<file path="src/rtl/bus_arbiter.sv">
// -----------------------------------------------------------------------------
// bus_arbiter: central arbiter of the shared system bus.
//   Grants ownership to one of 32 masters by fixed priority (index 31 highest,
//   the debug bridge), tracks the granted transaction until it ends, reports
//   bus idle / snoopable-burst status and, optionally, aborts hung transactions.
//
// Optional feature macro: BUS_WATCHDOG_EN
//   defined   : BUSY watchdog plus ABORT_ERR/ABORT_END error+end pulse sequence
//   undefined : BUSY waits indefinitely for endTransactionIn; busErrorOut and
//               endTransactionOut are tied low
//   The grant-to-begin timeout exists in both builds.
//
// Ports:
//   clock              in   bus clock, rising edge
//   reset              in   asynchronous active-low reset
//   busRequests[31:0]  in   level requests, one per master
//   busGrants[31:0]    out  one-hot, one-cycle grant pulse (registered)
//   busErrorOut        out  watchdog bus-error pulse (registered)
//   endTransactionOut  out  watchdog end-of-transaction pulse (registered)
//   busIdle            out  no transaction granted or in progress (registered)
//   snoopableBurst     out  current transaction is a cacheable burst (registered)
//   beginTransactionIn in   OR'd begin-transaction strobe
//   endTransactionIn   in   OR'd end-transaction strobe
//   dataValidIn        in   OR'd data-valid strobe
//   addressDataIn[1:0] in   bits [31:30] of the OR'd address/data bus
//   burstSizeIn[7:0]   in   OR'd burst size (beats minus 1)
// -----------------------------------------------------------------------------
module bus_arbiter #(
    parameter int unsigned BEGIN_WAIT     = 16,
    parameter int unsigned TIMEOUT_CYCLES = 256
) (
    input  logic        clock,
    input  logic        reset,
    input  logic [31:0] busRequests,
    output logic [31:0] busGrants,
    output logic        busErrorOut,
    output logic        endTransactionOut,
    output logic        busIdle,
    output logic        snoopableBurst,
    input  logic        beginTransactionIn,
    input  logic        endTransactionIn,
    input  logic        dataValidIn,
    input  logic [1:0]  addressDataIn,
    input  logic [7:0]  burstSizeIn
);

    localparam int unsigned NUM_MASTERS = 32;
    localparam int unsigned IDX_W       = 5;
    // One counter serves both the begin timeout and the watchdog.
    localparam int unsigned CNT_MAX     = (TIMEOUT_CYCLES > BEGIN_WAIT) ? TIMEOUT_CYCLES
                                                                        : BEGIN_WAIT;
    localparam int unsigned CNT_W       = (CNT_MAX > 1) ? $clog2(CNT_MAX) : 1;

    typedef enum logic [2:0] {
        IDLE       = 3'd0,
        GRANT      = 3'd1,
        WAIT_BEGIN = 3'd2,
        BUSY       = 3'd3,
        ABORT_ERR  = 3'd4,
        ABORT_END  = 3'd5
    } state_t;

    state_t                   state_q, state_d;
    logic [NUM_MASTERS-1:0]   grants_q, grants_d;
    logic [CNT_W-1:0]         cnt_q, cnt_d;
    logic                     snoop_q, snoop_d;
    logic                     idle_q, idle_d;
    logic                     cacheable_burst;

    // Highest set request index; the later (higher) hit overrides lower ones.
    function automatic logic [IDX_W-1:0] top_index(input logic [NUM_MASTERS-1:0] req);
        logic [IDX_W-1:0] idx;
        idx = '0;
        for (int i = 0; i < NUM_MASTERS; i++) begin
            if (req[i]) begin
                idx = IDX_W'(i);
            end
        end
        return idx;
    endfunction

    // Cacheable space (address bits 31:30 == 0) and more than one beat.
    assign cacheable_burst = (addressDataIn == 2'b00) && (burstSizeIn != 8'd0);

`ifdef BUS_WATCHDOG_EN
    logic err_q, err_d;
    logic eot_q, eot_d;
`else
    // dataValidIn only feeds the watchdog.
    logic unused_data_valid;
    assign unused_data_valid = dataValidIn;
`endif

    // Next-state and registered-output logic.
    always_comb begin
        state_d  = state_q;
        grants_d = '0;
        cnt_d    = cnt_q;
        snoop_d  = snoop_q;
`ifdef BUS_WATCHDOG_EN
        err_d    = 1'b0;
        eot_d    = 1'b0;
`endif
        case (state_q)
            IDLE: begin
                if (|busRequests) begin
                    state_d  = GRANT;
                    grants_d = NUM_MASTERS'(1) << top_index(busRequests);
                end
            end
            GRANT: begin
                state_d = WAIT_BEGIN;
                cnt_d   = '0;
            end
            WAIT_BEGIN: begin
                if (beginTransactionIn) begin
                    state_d = BUSY;
                    cnt_d   = '0;
                    snoop_d = cacheable_burst;
                end else if (cnt_q == CNT_W'(BEGIN_WAIT - 1)) begin
                    // Master never started: release the bus without an error.
                    state_d = IDLE;
                end else begin
                    cnt_d = cnt_q + CNT_W'(1);
                end
            end
            BUSY: begin
                // End has priority over a coincident watchdog expiry.
                if (endTransactionIn) begin
                    state_d = IDLE;
                    snoop_d = 1'b0;
                end
`ifdef BUS_WATCHDOG_EN
                else if (dataValidIn) begin
                    cnt_d = '0;
                end else if (cnt_q == CNT_W'(TIMEOUT_CYCLES - 1)) begin
                    state_d = ABORT_ERR;
                    err_d   = 1'b1;
                end else begin
                    cnt_d = cnt_q + CNT_W'(1);
                end
`endif
            end
`ifdef BUS_WATCHDOG_EN
            ABORT_ERR: begin
                state_d = ABORT_END;
                eot_d   = 1'b1;
            end
            ABORT_END: begin
                state_d = IDLE;
                snoop_d = 1'b0;
            end
`endif
            default: begin
                state_d = IDLE;
                snoop_d = 1'b0;
            end
        endcase
        idle_d = (state_d == IDLE);
    end

    // State and output registers.
    always_ff @(posedge clock or negedge reset) begin
        if (!reset) begin
            state_q  <= IDLE;
            grants_q <= '0;
            cnt_q    <= '0;
            snoop_q  <= 1'b0;
            idle_q   <= 1'b1;
`ifdef BUS_WATCHDOG_EN
            err_q    <= 1'b0;
            eot_q    <= 1'b0;
`endif
        end else begin
            state_q  <= state_d;
            grants_q <= grants_d;
            cnt_q    <= cnt_d;
            snoop_q  <= snoop_d;
            idle_q   <= idle_d;
`ifdef BUS_WATCHDOG_EN
            err_q    <= err_d;
            eot_q    <= eot_d;
`endif
        end
    end

    assign busGrants      = grants_q;
    assign busIdle        = idle_q;
    assign snoopableBurst = snoop_q;
`ifdef BUS_WATCHDOG_EN
    assign busErrorOut       = err_q;
    assign endTransactionOut = eot_q;
`else
    assign busErrorOut       = 1'b0;
    assign endTransactionOut = 1'b0;
`endif

endmodule

</file>
<file path="config.mk">
export PLATFORM = sky130hd
export DESIGN_NAME = bus_arbiter
export DESIGN_NICKNAME = d
export VERILOG_FILES = /design/src/rtl/bus_arbiter.sv
export SDC_FILE = /design/constraint.sdc
export NUM_CORES = 1
export LEC_CHECK = 0
export BUFFER_PORTS_ARGS = -buffer_cell sky130_fd_sc_hd__buf_2
export CORE_MARGIN = 2
export CORE_UTILIZATION = 35
export DETAILED_ROUTE_END_ITERATION = 10
export HOLD_SLACK_MARGIN = 0.15
export PLACE_DENSITY = 0.61
export SETUP_SLACK_MARGIN = 0.4
export SLEW_MARGIN = 25
export SYNTH_ARGS = -nofsm -noshare
export SYNTH_HDL_FRONTEND = slang
export SYNTH_SLANG_ARGS = --single-unit
</file>
<file path="constraint.sdc">
create_clock -name clock -period 2.2 [get_ports clock]
set_input_delay 0.22 -clock clock [delete_from_list [all_inputs] [get_ports clock]]
set_output_delay 0.22 -clock clock [all_outputs]
set_load 0.05 [all_outputs]
</file>
==> results of run 1 <==
## what timing repair did
action,in CTS,in global routing
endpoints found under the hold margin,23,0
gates resized for setup,15,17
gates cloned,1,0
pin swaps,6,4
setup buffers,2,2
hold buffers,1,0
endpoints found under the setup margin,13,29
## cell usage in the layout, fill, tap and decap left out, drive strengths merged, types with 2 or more instances in the layout
master and n:
nor2 14, inv 4, nand2b 8, a221o 2
buf 94, nor3 15, nor4 35, o21ai 15
o211ai 2, clkbuf 5, nor2b 2, a21oi 5
o311ai 2, nand2 14, nand3 7, conb 3
or4 2, and3 4, or2 2, dfrtp 44
o31ai 4, o21bai 2, o21a 2, or3 4
## power by group through the flow
| stage | Sequential (mW) | Clock [mW] | Combinational [mW] |
|---|---|---|---|
| 2_1_floorplan | 0.972 | 0 | 0.184 |
| 3_3_place_gp | 0.927 | 0 | 0.381 |
| 3_5_place_dp | 0.927 | 0 | 0.387 |
| 4_1_cts | 0.915 | 0.605 | 0.427 |
| 5_1_grt | 0.925 | 0.635 | 0.485 |
| 6_report | 0.917 | 0.593 | 0.441 |
## final cells by class
type                    instances  area, um^2
clock inverters                 2       35.03
inverters                       4       15.01
well taps                      75       93.84
repair buffers                 95       525.5
clock buffers                   5       68.82
flip-flops and latches         45        1127
fillers                       570        3005
multi-input cells             158        1050
## state kept, by name, summed over array words and instances, names as in the netlist
name and count:
state_q 3, busIdle 1, cnt_q 8, snoopableBurst 1
busGrants 32
## layer usage
metal | GRT usage [%] | vias to the layer above | part of all wire, %
met5 | 0 | - | 0
met4 | 5.833 | 0 | 1.9
met3 | 3.587 | 9 | 5.7
met2 | 24.60 | 64 | 46
met1 | 21.97 | 957 | 46
li1 | - | 1004 | -
## tightest hold or removal path, cell delays in order
cell	delay, ns
sky130_fd_sc_hd__buf_2	0.07
sky130_fd_sc_hd__nor4_1	0.04
sky130_fd_sc_hd__nand2_1	0.05
sky130_fd_sc_hd__o21ai_0	0.07
## worst min-delay path by stage
| stage | end | slack [ns] |
|---|---|---|
| after floorplan | busGrants[0]$_DFF_PN0_ | -0.08 |
| after detailed placement | busGrants[2]$_DFF_PN0_ | 0.25 |
| after global placement | busGrants[2]$_DFF_PN0_ | 0.24 |
| after CTS | snoopableBurst$_DFFE_PN0P_ | 0.20 |
| after global routing | snoopableBurst$_DFFE_PN0P_ | 0.22 |
| final | snoopableBurst$_DFFE_PN0P_ | 0.20 |
## per-stage QoR
step,hold WS [ns],worst slack [ns],total power [mW],std cells
finish,0.2000,0.3094,1.951,384
global route,0.2240,0.2672,2.045,384
CTS,0.1995,0.3372,1.947,382
detailed placement,0.2454,0.1614,1.315,371
global placement,0.2356,0.2336,1.308,371
floorplan,-0.07559,0.4028,1.157,216
## cells by family after synthesis
group	synth area share [%]
adder cells (fa/ha/maj)	0.5840
flip-flops	52.63
AO/OA/AOI/OAI	14.60
buffers and inverters	2.920
multiplexers	0.5257
other	0.1751
AND/OR/NAND/NOR	28.56
==> metrics.txt, run 1 <==
1st-iter DRT viols 52; sequence of cells on the critical path or4_1 > or3_4 > a31oi_4 > nand2b_4 > o31ai_2; DRC violation count after routing 0; sequential share of the synthesized area a little over half; end-of-flow core utilization about half; fraction of layout cells with a size suffix above 1 about two fifths; total leakage power 1.397 nW; drt wl/cell 13.49 um; number of distinct standard cells referenced by the synthesized netlist between 40 and 50; Net Sw Frac ~30%; clock edge transition at the registers on the reported setup and hold paths roughly 0.080 ns; Final setup violation count 0; count of cells along the worst hold path 4; most used standard cells in the synthesized netlist 44 x sky130_fd_sc_hd__dfrtp_1, 35 x sky130_fd_sc_hd__nor4_1, 15 x sky130_fd_sc_hd__nor3_1; Power Dens Cells 669.1 nW/um^2; VDD IR-drop max approximately 380 uV; largest net degree at the start of global routing 27; area grow syn2layout 36.10%; sequential share of power between 40% and 50%; hold path startpoint addressDataIn[1]; R2R Path Start cnt_q[5]$_DFFE_PN0P_; share of flip-flops with an asynchronous set or reset after synthesis 100.0%; detailed-route wire length 5180 um; Starting Density between 30% and 40%; CP max stage cell sky130_fd_sc_hd__or4_1; actual slew at the worst max-slew pin around 0.55 ns; largest cells by area after synthesis sky130_fd_sc_hd__dfrtp_1 51%, sky130_fd_sc_hd__nor4_1 10%, sky130_fd_sc_hd__nor3_1 3.5%; IO Pins 83; Avg Synthesized Cell Area 10.01 um^2; final instance area between 2000 and 3000 um^2; category of the critical setup timing path reg2reg; number of buffers created by CTS 5; final critical path time including I/O delays and setup 1.891 ns; logic depth of the worst register-to-register path 5; number of search-and-repair iterations in the first detailed-routing pass 4; worst min-delay path category in2reg; clock buffer depth 2; Row Count 28; number of synthesized register bits 45; placed wire-length estimate after detailed placement a little under 4000 um; number of synthesis warnings 0; cell type with the largest total area after synthesis sky130_fd_sc_hd__dfrtp_1; part of the total power dissipated in combinational logic 22.6%; peak per-stage delay on the critical path roughly 0.50 ns; crit-path max FO 6; DR vias between 2000 and 2500; Post-Synthesis Cell Area between 2000 and 2500 um^2; number of sinks handled by clock tree synthesis 45; switching power total 0.5844 mW; proportion of netlist area held by the largest area contributor between 50% and 60%; count leader, synth sky130_fd_sc_hd__dfrtp_1; initial antenna violation count 0; worst-case clock skew 0.005803 ns; Post-Synthesis Cells approximately 210; die height 82.23 um; cell area reported after detailed placement 2666 um^2; Crit path max-delay family simple AND/OR/NAND/NOR gates; result of the run finished, final reports clean; Core Region between 5000 and 6000 um^2; detail-routed via count per cell 5.297; prevailing post-synth register cell sky130_fd_sc_hd__dfrtp_1; Clock Power Share 30.4%; global placement routability congestion roughly 0.73; chip width between 80 and 90 um; depth of the CTS H-tree 2; number of flops mapped to enable cells by yosys 0; first-pass GRT wire length between 8000 and 9000 um; number of global-route vias before repair approximately 1800; Max Freq 0.5289 GHz; total die area 6762 um^2; worst reg2reg setup slack about 0.31 ns; antenna viol nets, final 0; crit start category flop; antenna fix cells 0; number of hold-slack violations in the final timing report 0; Arrival @ worst endpoint between 2 and 2.5 ns; max-capacitance violation count 0; Worst-Skew Late Latency approximately 0.3 ns; category of the worst setup path capture point flop; clock tree from TritonCTS yes; CP required around 2.4 ns; tightest slew margin relative to the limit between 60% and 70%; port buffer count between 70 and 80; critical path endpoint cnt_q[3]$_DFFE_PN0P_; Total Routing Usage GR 15.96%; fraction of the cycle the final worst path needs 85.93%; final number of max-transition violations 0; final-layout setup total negative slack 0 ns; cell count along the critical path 5; cell internal pwr approximately 1.4 mW; total gr overflow 0; nets between 300 and 400; unrepaired setup endpoints after global routing yes; beginning of the critical path cnt_q[5]$_DFFE_PN0P_; clock tree root driver cell sky130_fd_sc_hd__clkbuf_8; Worst R2R End cnt_q[3]$_DFFE_PN0P_; critical path buffer and inverter count 0
No activity file was read; power rests on OpenSTA's default activity.
==> run 2: changes to the inputs <==
- CORE_UTILIZATION: 35 -> 38
- PLACE_DENSITY: 0.61 -> 0.65
==> run 2 against run 1 <==
Against the previous run: wire length shrank 6.0%; clock power grew 2%; combinational power shrank 2%; final cell count shrank 1.0%; clock skew shrank 0.00092 ns; critical endpoint is now cnt_q[2]$_DFFE_PN0P_; largest power group unchanged.
==> metrics.txt, run 2 (same netlist as run 1, synthesis figures left out) <==
Row Count 27 (was 28); category of the worst setup path capture point flop (unchanged); final-layout setup total negative slack 0 ns (unchanged); detailed-route wire length 4871 um (was 5180 um); final critical path time including I/O delays and setup 1.857 ns (was 1.891 ns); die height 79.08 um (was 82.23 um); clock buffer depth 2 (unchanged); chip width 79.08 um (was 82.23 um); placed wire-length estimate after detailed placement 3573 um (was 3861 um); area used by multi-input combinational logic 1021 um^2 (was 1050 um^2); Largest register FFs 32 (unchanged); Starting Density 39.14% (was 36.18%); total leakage power 1.370 nW (was 1.397 nW); routed wire length on met2 2283 um (was 2389 um); port buffer count 79 (unchanged); Final setup violation count 0 (unchanged); total die area 6254 um^2 (was 6762 um^2); crit-path max FO 6 (unchanged); tightest slew margin relative to the limit 56.87% (was 62.55%); DR vias 1982 (was 2034); unrepaired setup endpoints after global routing yes (unchanged); worst-case clock skew 0.004887 ns (was 0.005803 ns); most common cell after layout, fill and taps aside sky130_fd_sc_hd__buf_2 (unchanged); Core Region 5473 um^2 (was 5921 um^2); number of hold-slack violations in the final timing report 0 (unchanged); antenna fix cells 0 (unchanged); clock tree from TritonCTS yes (unchanged); clock edge transition at the registers on the reported setup and hold paths 0.08 ns (about the same); global placement routability congestion 0.7681 (was 0.7281); result of the run finished, final reports clean (unchanged); Power Dens Cells 679.3 nW/um^2 (was 669.1 nW/um^2); fraction of the cycle the final worst path needs 84.39% (was 85.93%); DRC violation count after routing 0 (unchanged); depth of the CTS H-tree 2 (unchanged); Total Routing Usage GR 16.14% (was 15.96%); Max Freq 0.5386 GHz (was 0.5289 GHz); number of buffers created by CTS 5 (unchanged); nets 355 (was 357); IO Pins 83 (unchanged); max-capacitance violation count 0 (unchanged); area grow syn2layout 34.00% (was 36.10%); CP required 2.38 ns (was 2.37 ns); crit start category flop (unchanged); detail-routed via count per cell 5.216 (was 5.297); number of global-route vias before repair 1740 (was 1764); first-pass GRT wire length 7990 um (was 8266 um); number of search-and-repair iterations in the first detailed-routing pass 4 (unchanged); storage element area 1129 um^2 (was 1127 um^2); clock tree root driver cell sky130_fd_sc_hd__clkbuf_8 (unchanged); highest signal layer in the routed design met4 (unchanged); total met3 wirelength after detailed routing 246 um (was 297 um); Arrival @ worst endpoint 2.03 ns (was 2.07 ns); Worst-Skew Late Latency 0.29 ns (was 0.30 ns); worst min-delay path category in2reg (unchanged); M1 WL 2285 um (was 2391 um); final number of max-transition violations 0 (unchanged); 1st-iter DRT viols 70 (was 52); number of fill cells in the layout 516 (was 570); fraction of layout cells with a size suffix above 1 38.64% (was 41.42%); largest net degree at the start of global routing 29 (was 27); actual slew at the worst max-slew pin 0.6421 ns (was 0.5530 ns); drt wl/cell 12.82 um (was 13.49 um); initial antenna violation count 0 (unchanged); Tot Pwr 1.950 mW (was 1.951 mW); total gr overflow 0 (unchanged); category of the critical setup timing path reg2reg (unchanged); commonest non-fill, non-tap cells in the layout 80 x sky130_fd_sc_hd__buf_2, 43 x sky130_fd_sc_hd__dfrtp_1, 32 x sky130_fd_sc_hd__nor4_1 (was 79 x sky130_fd_sc_hd__buf_2, 44 x sky130_fd_sc_hd__dfrtp_1, 32 x sky130_fd_sc_hd__nor4_1); VDD IR-drop max 332.4 uV (was 382.6 uV); number of sinks handled by clock tree synthesis 45 (unchanged); antenna viol nets, final 0 (unchanged)
[run 2: changes by cell type in the layout (fill, tap and decap cells not counted), moves of 2 or more]
cell / previous run / this run
sky130_fd_sc_hd__buf_4: 13 / 11
sky130_fd_sc_hd__nand2_1: 11 / 14
sky130_fd_sc_hd__nand2_2: 3 / 0
sky130_fd_sc_hd__o21ai_0: 5 / 10
sky130_fd_sc_hd__o21ai_1: 7 / 3
[run 2: worst max-delay path: stages (launching register included)]
cell and delay [ns]:
sky130_fd_sc_hd__dfrtp_1 0.39, sky130_fd_sc_hd__or4_1 0.52, sky130_fd_sc_hd__or3_4 0.35, sky130_fd_sc_hd__a31oi_4 0.20
sky130_fd_sc_hd__nand2b_4 0.19, sky130_fd_sc_hd__o21ai_0 0.10
[run 2: final cells by class]
type	instances	area share (%)
clock inverter	2	1.351
sequential	45	39.32
clock buffer	6	2.528
multi-input combinational	158	35.57
timing repair buffer	93	17.57
tap	72	3.139
inverter	4	0.5231
[run 2: per-stage QoR]
stage / utilization (%) / hold WS (ns) / worst slack (ns) / area (um^2) / cells
after floorplan: - / -0.07559 / 0.4028 / 2150 / 216
after global placement: 48.38 / 0.1664 / 0.2513 / 2648 / 366
after detailed placement: 48.38 / 0.1658 / 0.1954 / 2648 / 366
after CTS: 51.60 / 0.2011 / 0.3513 / 2824 / 379
after global routing: 52.45 / 0.2318 / 0.2687 / 2870 / 380
final: 52.45 / 0.2006 / 0.3434 / 2870 / 380
[run 2: where the power goes]
group / internal (mW) / switching, mW / leakage (nW)
Sequential: 0.872 / 0.0428 / 0.618
Combinational: 0.162 / 0.269 / 0.697
Clock: 0.341 / 0.263 / 0.0554
Total: 1.37 / 0.575 / 1.37
[run 2: final timing paths]
| check | startpoint | end | slack, ns | cells past startpoint |
|---|---|---|---|---|
| max | cnt_q[6]$_DFFE_PN0P_ | cnt_q[2]$_DFFE_PN0P_ | 0.34 | 5 |
| min | addressDataIn[0] | snoopableBurst$_DFFE_PN0P_ | 0.20 | 4 |
| max reg2reg | cnt_q[6]$_DFFE_PN0P_ | cnt_q[2]$_DFFE_PN0P_ | 0.34 | 5 |
| min reg2reg | snoopableBurst$_DFFE_PN0P_ | snoopableBurst$_DFFE_PN0P_ | 0.50 | 2 |
| max in group asynchronous | reset | busGrants[30]$_DFF_PN0_ | 1.12 | 3 |
| min in group asynchronous | reset | busGrants[1]$_DFF_PN0_ | 0.39 | 2 |
[run 2: what timing repair did]
| item | in CTS | in global routing |
|---|---|---|
| endpoints found under the setup margin | 16 | 23 |
| hold endpoints to repair | 16 | 0 |
| pin swaps | 2 | 0 |
| hold buffers | 1 | 0 |
| setup buffers | 3 | 1 |
| cloned | 1 | 0 |
| gates resized for setup | 8 | 9 |
[run 2: metal layers]
metal,GRT usage [%],vias to the layer above
li1,-,1007
met1,23.03,907
met3,2.614,6
met2,25.00,62
met4,5.517,0
met5,0,-
